File: config.mk
export PLATFORM = sky130hd
export DESIGN_NAME = regfile_wb_flat
export DESIGN_NICKNAME = d
export VERILOG_FILES = /design/src/rtl/regfile_wb_pkg.sv /design/src/rtl/regfile_wb_if.sv /design/src/rtl/regfile_wb_rdport.sv /design/src/rtl/regfile_wb.sv /design/src/flat_wrapper.sv
export SDC_FILE = /design/constraint.sdc
export NUM_CORES = 1
export LEC_CHECK = 0
export ABC_CLOCK_PERIOD_IN_PS = 12200
export BUFFER_PORTS_ARGS = -buffer_cell sky130_fd_sc_hd__buf_2
export CAP_MARGIN = 10
export CORE_MARGIN = 2
export CORE_UTILIZATION = 41
export DETAILED_ROUTE_END_ITERATION = 10
export PLACE_DENSITY_LB_ADDON = 0.12
export SYNTH_ARGS = -nofsm -noshare
export SYNTH_HDL_FRONTEND = slang
export SYNTH_SLANG_ARGS = --single-unit
export TNS_END_PERCENT = 30
File: constraint.sdc
create_clock -name clk -period 12.2 [get_ports clk]
set_clock_uncertainty 0.05 [all_clocks]
set_input_delay 1.22 -clock clk [delete_from_list [all_inputs] [get_ports clk]]
set_output_delay 1.22 -clock clk [all_outputs]
set_load 0.02 [all_outputs]
File: src/rtl/regfile_wb_pkg.sv
// -----------------------------------------------------------------------------
// regfile_wb_pkg
// Shared definitions for the MIPS register file slice: register geometry,
// bus types, enable/reset encodings and the clearing-sequencer state encoding.
// Imported by regfile_wb_if, regfile_wb_rdport and regfile_wb.
// -----------------------------------------------------------------------------
package regfile_wb_pkg;

  // Register geometry
  localparam int RegNum     = 32;
  localparam int RegNumLog2 = 5;
  localparam int RegWidth   = 32;

  typedef logic [RegWidth-1:0]   RegBus;
  typedef logic [RegNumLog2-1:0] RegAddrBus;

  localparam RegBus     ZeroWord   = '0;
  localparam RegAddrBus NOPRegAddr = 5'b0;

  // Control encodings
  localparam logic WriteEnable  = 1'b1;
  localparam logic WriteDisable = 1'b0;
  localparam logic ReadEnable   = 1'b1;
  localparam logic ReadDisable  = 1'b0;
  localparam logic RstEnable    = 1'b1;

  // Clearing sequencer states
  typedef enum logic {
    RF_CLEAR = 1'b0,
    RF_RUN   = 1'b1
  } rf_state_e;

endpackage : regfile_wb_pkg

File: src/rtl/regfile_wb_if.sv
// -----------------------------------------------------------------------------
// regfile_wb_if
// Bundles the write-back write port, the two decode read ports and the
// init-busy stall flag of the register file.
//   master : pipeline side (drives write triple and read requests)
//   slave  : register file side (returns read data and init_busy_o)
// Signals:
//   we_i / waddr_i / wdata_i     write-back destination triple
//   re1_i / raddr1_i / rdata1_o  read port 1
//   re2_i / raddr2_i / rdata2_o  read port 2
//   init_busy_o                  high while the clearing sequencer runs
// -----------------------------------------------------------------------------
interface regfile_wb_if
  import regfile_wb_pkg::*;
#(
  parameter int ADDR_W = RegNumLog2,
  parameter int REG_W  = RegWidth
) ();

  logic              we_i;
  logic [ADDR_W-1:0] waddr_i;
  logic [REG_W-1:0]  wdata_i;

  logic              re1_i;
  logic [ADDR_W-1:0] raddr1_i;
  logic [REG_W-1:0]  rdata1_o;

  logic              re2_i;
  logic [ADDR_W-1:0] raddr2_i;
  logic [REG_W-1:0]  rdata2_o;

  logic              init_busy_o;

  modport master (
    output we_i, waddr_i, wdata_i,
    output re1_i, raddr1_i,
    output re2_i, raddr2_i,
    input  rdata1_o, rdata2_o, init_busy_o
  );

  modport slave (
    input  we_i, waddr_i, wdata_i,
    input  re1_i, raddr1_i,
    input  re2_i, raddr2_i,
    output rdata1_o, rdata2_o, init_busy_o
  );

endinterface : regfile_wb_if

File: src/rtl/regfile_wb_rdport.sv
// -----------------------------------------------------------------------------
// regfile_wb_rdport
// Combinational read mux for one register-file read port.
// Priority: blocked (reset / clearing) -> port disabled -> register 0 ->
// forwarded write-back data -> stored value.
// Ports:
//   blocked   1 while reset is asserted or the clearing sequencer runs
//   re        read enable
//   raddr     read address
//   stored    storage contents at raddr
//   fwd_hit   write-back data targets this port's address this cycle
//   fwd_data  write-back data
//   rdata     read result
// -----------------------------------------------------------------------------
module regfile_wb_rdport
  import regfile_wb_pkg::*;
#(
  parameter int ADDR_W = RegNumLog2,
  parameter int REG_W  = RegWidth
) (
  input  logic              blocked,
  input  logic              re,
  input  logic [ADDR_W-1:0] raddr,
  input  logic [REG_W-1:0]  stored,
  input  logic              fwd_hit,
  input  logic [REG_W-1:0]  fwd_data,
  output logic [REG_W-1:0]  rdata
);

  // NOTE: rdata is given a value before any branch, so no path through the
  // block leaves it unassigned and no latch is inferred.
  always_comb begin
    rdata = '0;
    if (blocked) begin
      rdata = '0;
    end else if (re == ReadDisable) begin
      rdata = '0;
    end else if (raddr == '0) begin
      rdata = '0;
    end else if (fwd_hit) begin
      rdata = fwd_data;
    end else begin
      rdata = stored;
    end
  end

endmodule : regfile_wb_rdport

File: src/rtl/regfile_wb.sv
// -----------------------------------------------------------------------------
// regfile_wb
// 32x32 general-purpose register file of the MIPS core. Accepts the
// write-back destination triple and serves two combinational read ports to
// the decode stage. After reset a sequencer clears entries 1..REG_NUM-1 one
// per cycle so the storage needs no array-wide reset; init_busy_o stalls
// decode meanwhile. Register 0 is never stored and always reads 0.
// Ports:
//   clk   core clock, rising edge
//   rst   synchronous, active-high reset
//   bus   regfile_wb_if.slave: write triple, two read ports, init_busy_o
// Build option:
//   REGFILE_BYPASS_EN  when defined, a read that hits the register being
//                      written this cycle returns the write data directly.
// -----------------------------------------------------------------------------
module regfile_wb
  import regfile_wb_pkg::*;
#(
  parameter int REG_NUM = RegNum,
  parameter int REG_W   = RegWidth,
  parameter int ADDR_W  = RegNumLog2
) (
  input  logic         clk,
  input  logic         rst,
  regfile_wb_if.slave  bus
);

  localparam logic [ADDR_W-1:0] FirstClrAddr = ADDR_W'(1);
  localparam logic [ADDR_W-1:0] LastAddr     = ADDR_W'(REG_NUM - 1);

  rf_state_e         state_q, state_d;
  logic [ADDR_W-1:0] clr_ptr_q, clr_ptr_d;
  logic              busy_q, busy_d;
  logic              clr_we;
  logic              wr_fire;
  logic              blocked;

  logic [REG_W-1:0]  mem [REG_NUM];
  logic [REG_W-1:0]  stored1, stored2;
  logic              fwd_hit1, fwd_hit2;

  // ---------------------------------------------------------------------------
  // Clearing sequencer: next-state logic
  // ---------------------------------------------------------------------------
  always_comb begin
    state_d   = state_q;
    clr_ptr_d = clr_ptr_q;
    busy_d    = busy_q;
    clr_we    = 1'b0;
    unique case (state_q)
      RF_CLEAR: begin
        clr_we    = 1'b1;
        clr_ptr_d = clr_ptr_q + FirstClrAddr;
        // The last entry is cleared on this edge; leave before the pointer wraps.
        if (clr_ptr_q == LastAddr) begin
          state_d = RF_RUN;
          busy_d  = 1'b0;
        end
      end
      RF_RUN: begin
        busy_d = 1'b0;
      end
      default: begin
        state_d = RF_CLEAR;
        busy_d  = 1'b1;
      end
    endcase
  end

  // NOTE: state registers use non-blocking assignments so every flop samples
  // the pre-edge values regardless of process ordering.
  always_ff @(posedge clk) begin
    if (rst == RstEnable) begin
      state_q   <= RF_CLEAR;
      clr_ptr_q <= FirstClrAddr;
      busy_q    <= 1'b1;
    end else begin
      state_q   <= state_d;
      clr_ptr_q <= clr_ptr_d;
      busy_q    <= busy_d;
    end
  end

  // ---------------------------------------------------------------------------
  // Storage
  // ---------------------------------------------------------------------------
  assign wr_fire = (state_q == RF_RUN) && (bus.we_i == WriteEnable) &&
                   (bus.waddr_i != NOPRegAddr);

  // NOTE: the array has no reset branch so it maps onto plain RAM; the
  // clearing sequencer zeroes it over the cycles following reset instead.
  always_ff @(posedge clk) begin
    if (rst != RstEnable) begin
      if (clr_we) begin
        mem[clr_ptr_q] <= ZeroWord;
      end else if (wr_fire) begin
        mem[bus.waddr_i] <= bus.wdata_i;
      end
    end
  end

  assign stored1 = mem[bus.raddr1_i];
  assign stored2 = mem[bus.raddr2_i];

  // ---------------------------------------------------------------------------
  // Write-back to decode forwarding
  // ---------------------------------------------------------------------------
`ifdef REGFILE_BYPASS_EN
  assign fwd_hit1 = wr_fire && (bus.re1_i == ReadEnable) && (bus.waddr_i == bus.raddr1_i);
  assign fwd_hit2 = wr_fire && (bus.re2_i == ReadEnable) && (bus.waddr_i == bus.raddr2_i);
`else
  // Without forwarding the pipeline resolves the same-cycle hazard elsewhere.
  assign fwd_hit1 = 1'b0;
  assign fwd_hit2 = 1'b0;
`endif

  // ---------------------------------------------------------------------------
  // Read ports
  // ---------------------------------------------------------------------------
  assign blocked = (rst == RstEnable) || busy_q;

  regfile_wb_rdport #(
    .ADDR_W (ADDR_W),
    .REG_W  (REG_W)
  ) u_rdport1 (
    .blocked  (blocked),
    .re       (bus.re1_i),
    .raddr    (bus.raddr1_i),
    .stored   (stored1),
    .fwd_hit  (fwd_hit1),
    .fwd_data (bus.wdata_i),
    .rdata    (bus.rdata1_o)
  );

  regfile_wb_rdport #(
    .ADDR_W (ADDR_W),
    .REG_W  (REG_W)
  ) u_rdport2 (
    .blocked  (blocked),
    .re       (bus.re2_i),
    .raddr    (bus.raddr2_i),
    .stored   (stored2),
    .fwd_hit  (fwd_hit2),
    .fwd_data (bus.wdata_i),
    .rdata    (bus.rdata2_o)
  );

  assign bus.init_busy_o = busy_q;

endmodule : regfile_wb

File: src/flat_wrapper.sv
// flat-port wrapper written by rule: the top's interface ports become plain ports
module regfile_wb_flat import regfile_wb_pkg::*;
#(
  parameter int REG_NUM = RegNum,
  parameter int REG_W   = RegWidth,
  parameter int ADDR_W  = RegNumLog2
)
  (clk, rst, bus_we_i, bus_waddr_i, bus_wdata_i, bus_re1_i, bus_raddr1_i, bus_re2_i, bus_raddr2_i, bus_rdata1_o, bus_rdata2_o, bus_init_busy_o);
  regfile_wb_if #(.ADDR_W(ADDR_W), .REG_W(REG_W)) bus_i ();
  input  logic clk;
  input  logic rst;
  input wire logic [$bits(bus_i.we_i)-1:0] bus_we_i;
  input wire logic [$bits(bus_i.waddr_i)-1:0] bus_waddr_i;
  input wire logic [$bits(bus_i.wdata_i)-1:0] bus_wdata_i;
  input wire logic [$bits(bus_i.re1_i)-1:0] bus_re1_i;
  input wire logic [$bits(bus_i.raddr1_i)-1:0] bus_raddr1_i;
  input wire logic [$bits(bus_i.re2_i)-1:0] bus_re2_i;
  input wire logic [$bits(bus_i.raddr2_i)-1:0] bus_raddr2_i;
  output wire logic [$bits(bus_i.rdata1_o)-1:0] bus_rdata1_o;
  output wire logic [$bits(bus_i.rdata2_o)-1:0] bus_rdata2_o;
  output wire logic [$bits(bus_i.init_busy_o)-1:0] bus_init_busy_o;
  assign bus_i.we_i = bus_we_i;
  assign bus_i.waddr_i = bus_waddr_i;
  assign bus_i.wdata_i = bus_wdata_i;
  assign bus_i.re1_i = bus_re1_i;
  assign bus_i.raddr1_i = bus_raddr1_i;
  assign bus_i.re2_i = bus_re2_i;
  assign bus_i.raddr2_i = bus_raddr2_i;
  assign bus_rdata1_o = bus_i.rdata1_o;
  assign bus_rdata2_o = bus_i.rdata2_o;
  assign bus_init_busy_o = bus_i.init_busy_o;
  regfile_wb #(.REG_NUM(REG_NUM), .REG_W(REG_W), .ADDR_W(ADDR_W)) u_core (.clk(clk), .rst(rst), .bus(bus_i));
endmodule
# After elaboration in Yosys (flattened, before gate mapping)
# Memories as Yosys holds them, arrays and structs flattened.
# Cells that the tools add are included.
# word_totals
wordCells	35
latchBits	0
ram_bits	1024
register_bits	7
n_memories	1
rom_bits	0
# memory_table
name	depth	width	rd	rd_clocked_by_memory_dff	write_ports	line	text
u_core.mem	32	32	2	0	1	regfile_wb.sv:38	logic [REG_W-1:0] mem [REG_NUM];
# classes
div_mod_pow	0
shift	0
n_mux	20
multipliers	0
bitwise	1
add_sub_neg	1
magnitude_cmp	0
n_reduce_logical	7
eq_ne	2
# op_table
operator	count
32-bit two-way mux	7
32-bit OR reduction	1
1-bit two-way mux	11
5-bit logical NOT	2
5-bit by 1-bit adder with 5-bit output (second input constant)	1
5-bit == test (second input constant)	1
5-bit two-way mux	1
5-bit nonzero test	1
1-bit logical AND	2
2-bit by 1-bit != test with 1-bit output (second input constant)	1
1-bit case mux with 2 select lines	1
1-bit logical OR	1
1-bit NOT	1

# Depth between registers and ports, before layout
# logic_depth
depth_word	8
ltp_mapped	9
mapped_depth_nobuf	6

# Modules after synthesis
# A second synthesis with hierarchy kept.
# unflattened
hier_cells	3658
hier_area_um2	50781.2
# by_module_without_submodules
module	area_each_um2	n_inst	seq_area_each_um2	cells_per_inst
regfile_wb	49382.4	1	30889.6	3498
regfile_wb_rdport	699.4	2	0.0	80

# Worst setup path before layout
# OpenSTA, ideal clock, no wires.
# synth_path
kind	input -> register
from	in rst
to	mem u_core.mem[18][0] (netlist bit), enable pin
arrival_ns	4.452
setup_time_ns	0.468
path_buffers	1
setup_slack_ns	7.230
stages	5
path_cell_list	buf_4 or3_1 o2bb2ai_1 nand2_1 nor3b_1
# synth_via
elab_chain_len	4
elab_cells_between_ends	7
classes_between	mux: 6; reduce/logical: 1
# synth_rtl
element	line	text
start: declaration	flat_wrapper.sv:11	input logic rst;
1-bit two-way mux	regfile_wb.sv:93	if (rst != RstEnable) begin
1-bit two-way mux (implied by the code)	regfile_wb.sv:97	mem[bus.waddr_i] <= bus.wdata_i;
32-bit OR reduction (no line)	-	
5-bit two-way mux (no line) or 1-bit two-way mux (tied branches)	-	
end: declaration	regfile_wb.sv:38	
# Several ways; a longest one is shown, not always the timed one.

# Worst setup path in the final report
# layout_path
from	in bus_raddr1_i[0]
to	out bus_rdata1_o[1]
# layout_via
elab_chain_len	4
elab_cells_between_ends	5
classes_between	mux: 3; reduce/logical: 1; memory: 1
# layout_rtl
element	line	text
start: declaration	flat_wrapper.sv:16	input wire logic [$bits(bus_i.raddr1_i)-1:0] bus_raddr1_i;
memory 32 x 32 bit or 5-bit logical NOT (tied branches)	-	
32-bit two-way mux *	regfile_wb_rdport.sv:38	end else if (raddr == '0) begin
32-bit two-way mux *	regfile_wb_rdport.sv:36	end else if (re == ReadDisable) begin
32-bit two-way mux *	regfile_wb_rdport.sv:34	if (blocked) begin
end: declaration	flat_wrapper.sv:19	output wire logic [$bits(bus_i.rdata1_o)-1:0] bus_rdata1_o;
# Mark *: on every way between the ends. The rest lies on a longest branch, timed or not.

==> flow_summary.yaml <==
yosys:
  yosys_warnings: 0
  netlist_instances: 2707
  synthFlopType: "edfxtp_1"
  yosysSeqAreaShare: 0.6378
  synth_enable_flop_cells: 1023
  syn_area_um2: 48380
  syn_nets: 2761
  avgSynthCellArea_um2: 17.87
  ys_types: 50
  ys_async_sr_fraction: 0
  synth_seq_cells: 1030
timing:
  fmax_ghz: 0.1547
  hold_viol: 0
  worst_pin_slew_ps: 1162
  timing.slew.headroom: 0.2255
  holdWs_ps: 527.5
  maxSlewViolCount: 0
  min_period_over_period: 0.5298
  fin_setup_tns_ps: 0
  rsz0062_at_grt: "false"
  setup_viol: 0
  fin_crit_ps: 6464
routing:
  drt-wirelength-per-cell_um: 36.15
  post-route-drc-count: 0
  antenna_left: 0
  drt-total-wl_mm: 160.1
  vias_per_cell: 6.524
  via_count: 28890
  drt-pass1-iter-count: 5
  drt_iter0_markers: 3045
floorplan:
  ios: 117
  die_h_um: 347.5
  die_area_um2: 120800
  die_w_um: 347.5
  start_util: 0.4114
  core_area_um2: 117600
  rows: 126
placed_design:
  portBuffers: 116
  place_hpwl_mm: 86.09
  place_congestion: 0.7984
grt:
  grt_usage: 0.2629
  grt_pass1_wl_mm: 223.8
  grt.overflow.total: 0
  grt_pass1_vias: 29800
  antenna_found_initial: 7
  grt_max_degree: 116
cts:
  root_buffer: "clkbuf_16"
  cts_sinks: 1030
  numCtsBuffers: 114
  cts_hold_buffers: 0
  cts_buffer_depth: 3
  cts_setup_buffers: 0
  cts_resized: 0
  cts_tree: "yes"
  clk_pin_slew_ps: 50
  cts.htree.levels: 3
  clk_latency_ps: 690
flow_run:
  maxCapViolations: 0
setup_path:
  critPathLaunchType: "input port"
  crit_slowest_cell: "o21ai_0"
  worstPathMaxFanout: 115
  endpoint_kind: "output port"
  timing_worst_setup_path_type: "in -> out"
  crit_chain: "buf_8 > buf_12 > nor3_1 > nor2_4 > buf_4 > a22o_1 > a21oi_1 > o21ai_0 > buf_2"
  r2r_setup_slack_ps: 7890
  max_stage_delay_ps: 710
  crit_arrival_ps: 5190
  required_ps: 10930
power_and_ir_drop:
  p_leak_nw: 17.45
  powerDensity_nw_per_um2: 140.1
  peakVddDrop_mv: 0.1018
min_path:
  min_path_type: "reg -> reg"
status:
  status: "finished clean"
final_layout:
  layout-drive-gt1-share: 0.2488
  area_growth_pct: 12.04
  nNetsFinal: 2852
## layer usage
metal  vias up  GRT usage  wire [µm]
li1      11620          -          -
met1     15660     0.3615      65580
met2      1337     0.4361      78230
met3       275    0.03933      11810
met4         0    0.07509       4446
met5         -          0          0
## placed cells by master (no fill, tap or decap), types with 20 or more instances in the layout
| master | count |
|---|---|
| o31a_1 | 31 |
| clkbuf_16 | 116 |
| nor2_4 | 34 |
| o221ai_1 | 31 |
| clkbuf_1 | 29 |
| a22o_1 | 32 |
| clkinv_2 | 20 |
| a22oi_1 | 124 |
| buf_2 | 109 |
| mux2i_1 | 506 |
| o22ai_1 | 32 |
| a21oi_1 | 36 |
| clkinv_1 | 33 |
| buf_4 | 78 |
| edfxtp_1 | 1023 |
| mux4_2 | 326 |
| a31oi_1 | 32 |
| nor2_1 | 43 |
| o21ai_0 | 61 |
| nand3_1 | 33 |
| o22a_1 | 31 |
| and2_1 | 32 |
## state kept, by name, indices dropped and copies added (netlist names)
register,cells
u_core.clr_ptr_q,5
u_core.mem,1023
u_core.state_q,1
u_core.bus.init_busy_o,1
## stage by stage
stage / area, µm² / power (mW) / std cells / util / setup slack (ps)
floorplan: 48380 / 4.291 / 2707 / - / 7230
global placement: 50790 / 4.454 / 4218 / 0.4319 / 5754
detailed placement: 50790 / 4.458 / 4218 / 0.4319 / 5697
CTS: 54210 / 7.643 / 4426 / 0.4609 / 5687
global route: 54210 / 7.796 / 4426 / 0.4609 / 5614
finish: 54210 / 7.596 / 4428 / 0.4609 / 5736
## power breakdown
part           total, mW  leakage (nW)  switching [mW]  internal (mW)
Combinational      0.498          7.08           0.300          0.198
Clock               3.21          1.67            1.40           1.81
Sequential          3.89          8.71          0.0162           3.87
Total               7.60          17.4            1.72           5.88
## cells by family after synthesis
logic type	after synthesis	synth area share
flip-flops	1030	0.6378
multiplexers	833	0.2567
AO/OA/AOI/OAI	424	0.06222
buffers and inverters	225	0.02296
AND/OR/NAND/NOR	191	0.01947
XOR/XNOR	2	0.0003621
adder cells (fa/ha/maj)	2	0.0005171
## cells in the mapped netlist, types with 3 or more instances
master	count	area share
dfxtp_1	7	0.0029
inv_1	6	0.00047
a31oi_1	32	0.0041
nor3_1	5	0.00052
clkbuf_1	91	0.0071
buf_2	87	0.0090
o21ai_1	5	0.00052
a211oi_1	3	0.00047
nand2_1	13	0.0010
nand3_1	33	0.0034
mux2i_1	506	0.10
o31a_1	31	0.0056
and3_1	3	0.00039
o221ai_1	31	0.0056
and2_1	33	0.0043
nor2_1	77	0.0060
o22ai_1	32	0.0041
buf_4	26	0.0040
o21ai_0	61	0.0063
nor2b_1	6	0.00078
nand2b_1	6	0.00078
edfxtp_1	1023	0.63
o22a_1	31	0.0056
a22o_1	32	0.0058
buf_6	7	0.0016
mux4_2	326	0.15
a22oi_1	124	0.019
a21oi_1	36	0.0037
buf_1	6	0.00047
## area by class of cell
type | instances | area (µm²)
Fill cell | 10050 | 63400
Multi-Input combinational cell | 1452 | 16740
Clock inverter | 63 | 400.4
Clock buffer | 145 | 3012
Inverter | 6 | 22.52
Timing Repair Buffer | 194 | 1246
Antenna cell | 2 | 5.005
Sequential cell | 1030 | 30860
Tap cell | 1536 | 1922
## worst paths after layout
| check | start | end | depth (start not counted) |
|---|---|---|---|
| min reg2reg | u_core.clr_ptr_q[0]$_SDFFE_PP1N_ | u_core.clr_ptr_q[0]$_SDFFE_PP1N_ | 2 |
| max reg2reg | u_core.state_q$_SDFF_PP0_ | u_core.mem[11][18]$_DFFE_PP_ | 7 |
| min | u_core.clr_ptr_q[0]$_SDFFE_PP1N_ | u_core.clr_ptr_q[0]$_SDFFE_PP1N_ | 2 |
| max | bus_raddr1_i[0] | bus_rdata1_o[1] | 9 |
## worst max-delay path, delay by kind of cell
kind,cells,cell delay [ps]
simple gates,2,800
compound gates,3,980
buf+inv,4,2020
No activity file was read; power rests on OpenSTA's default activity.
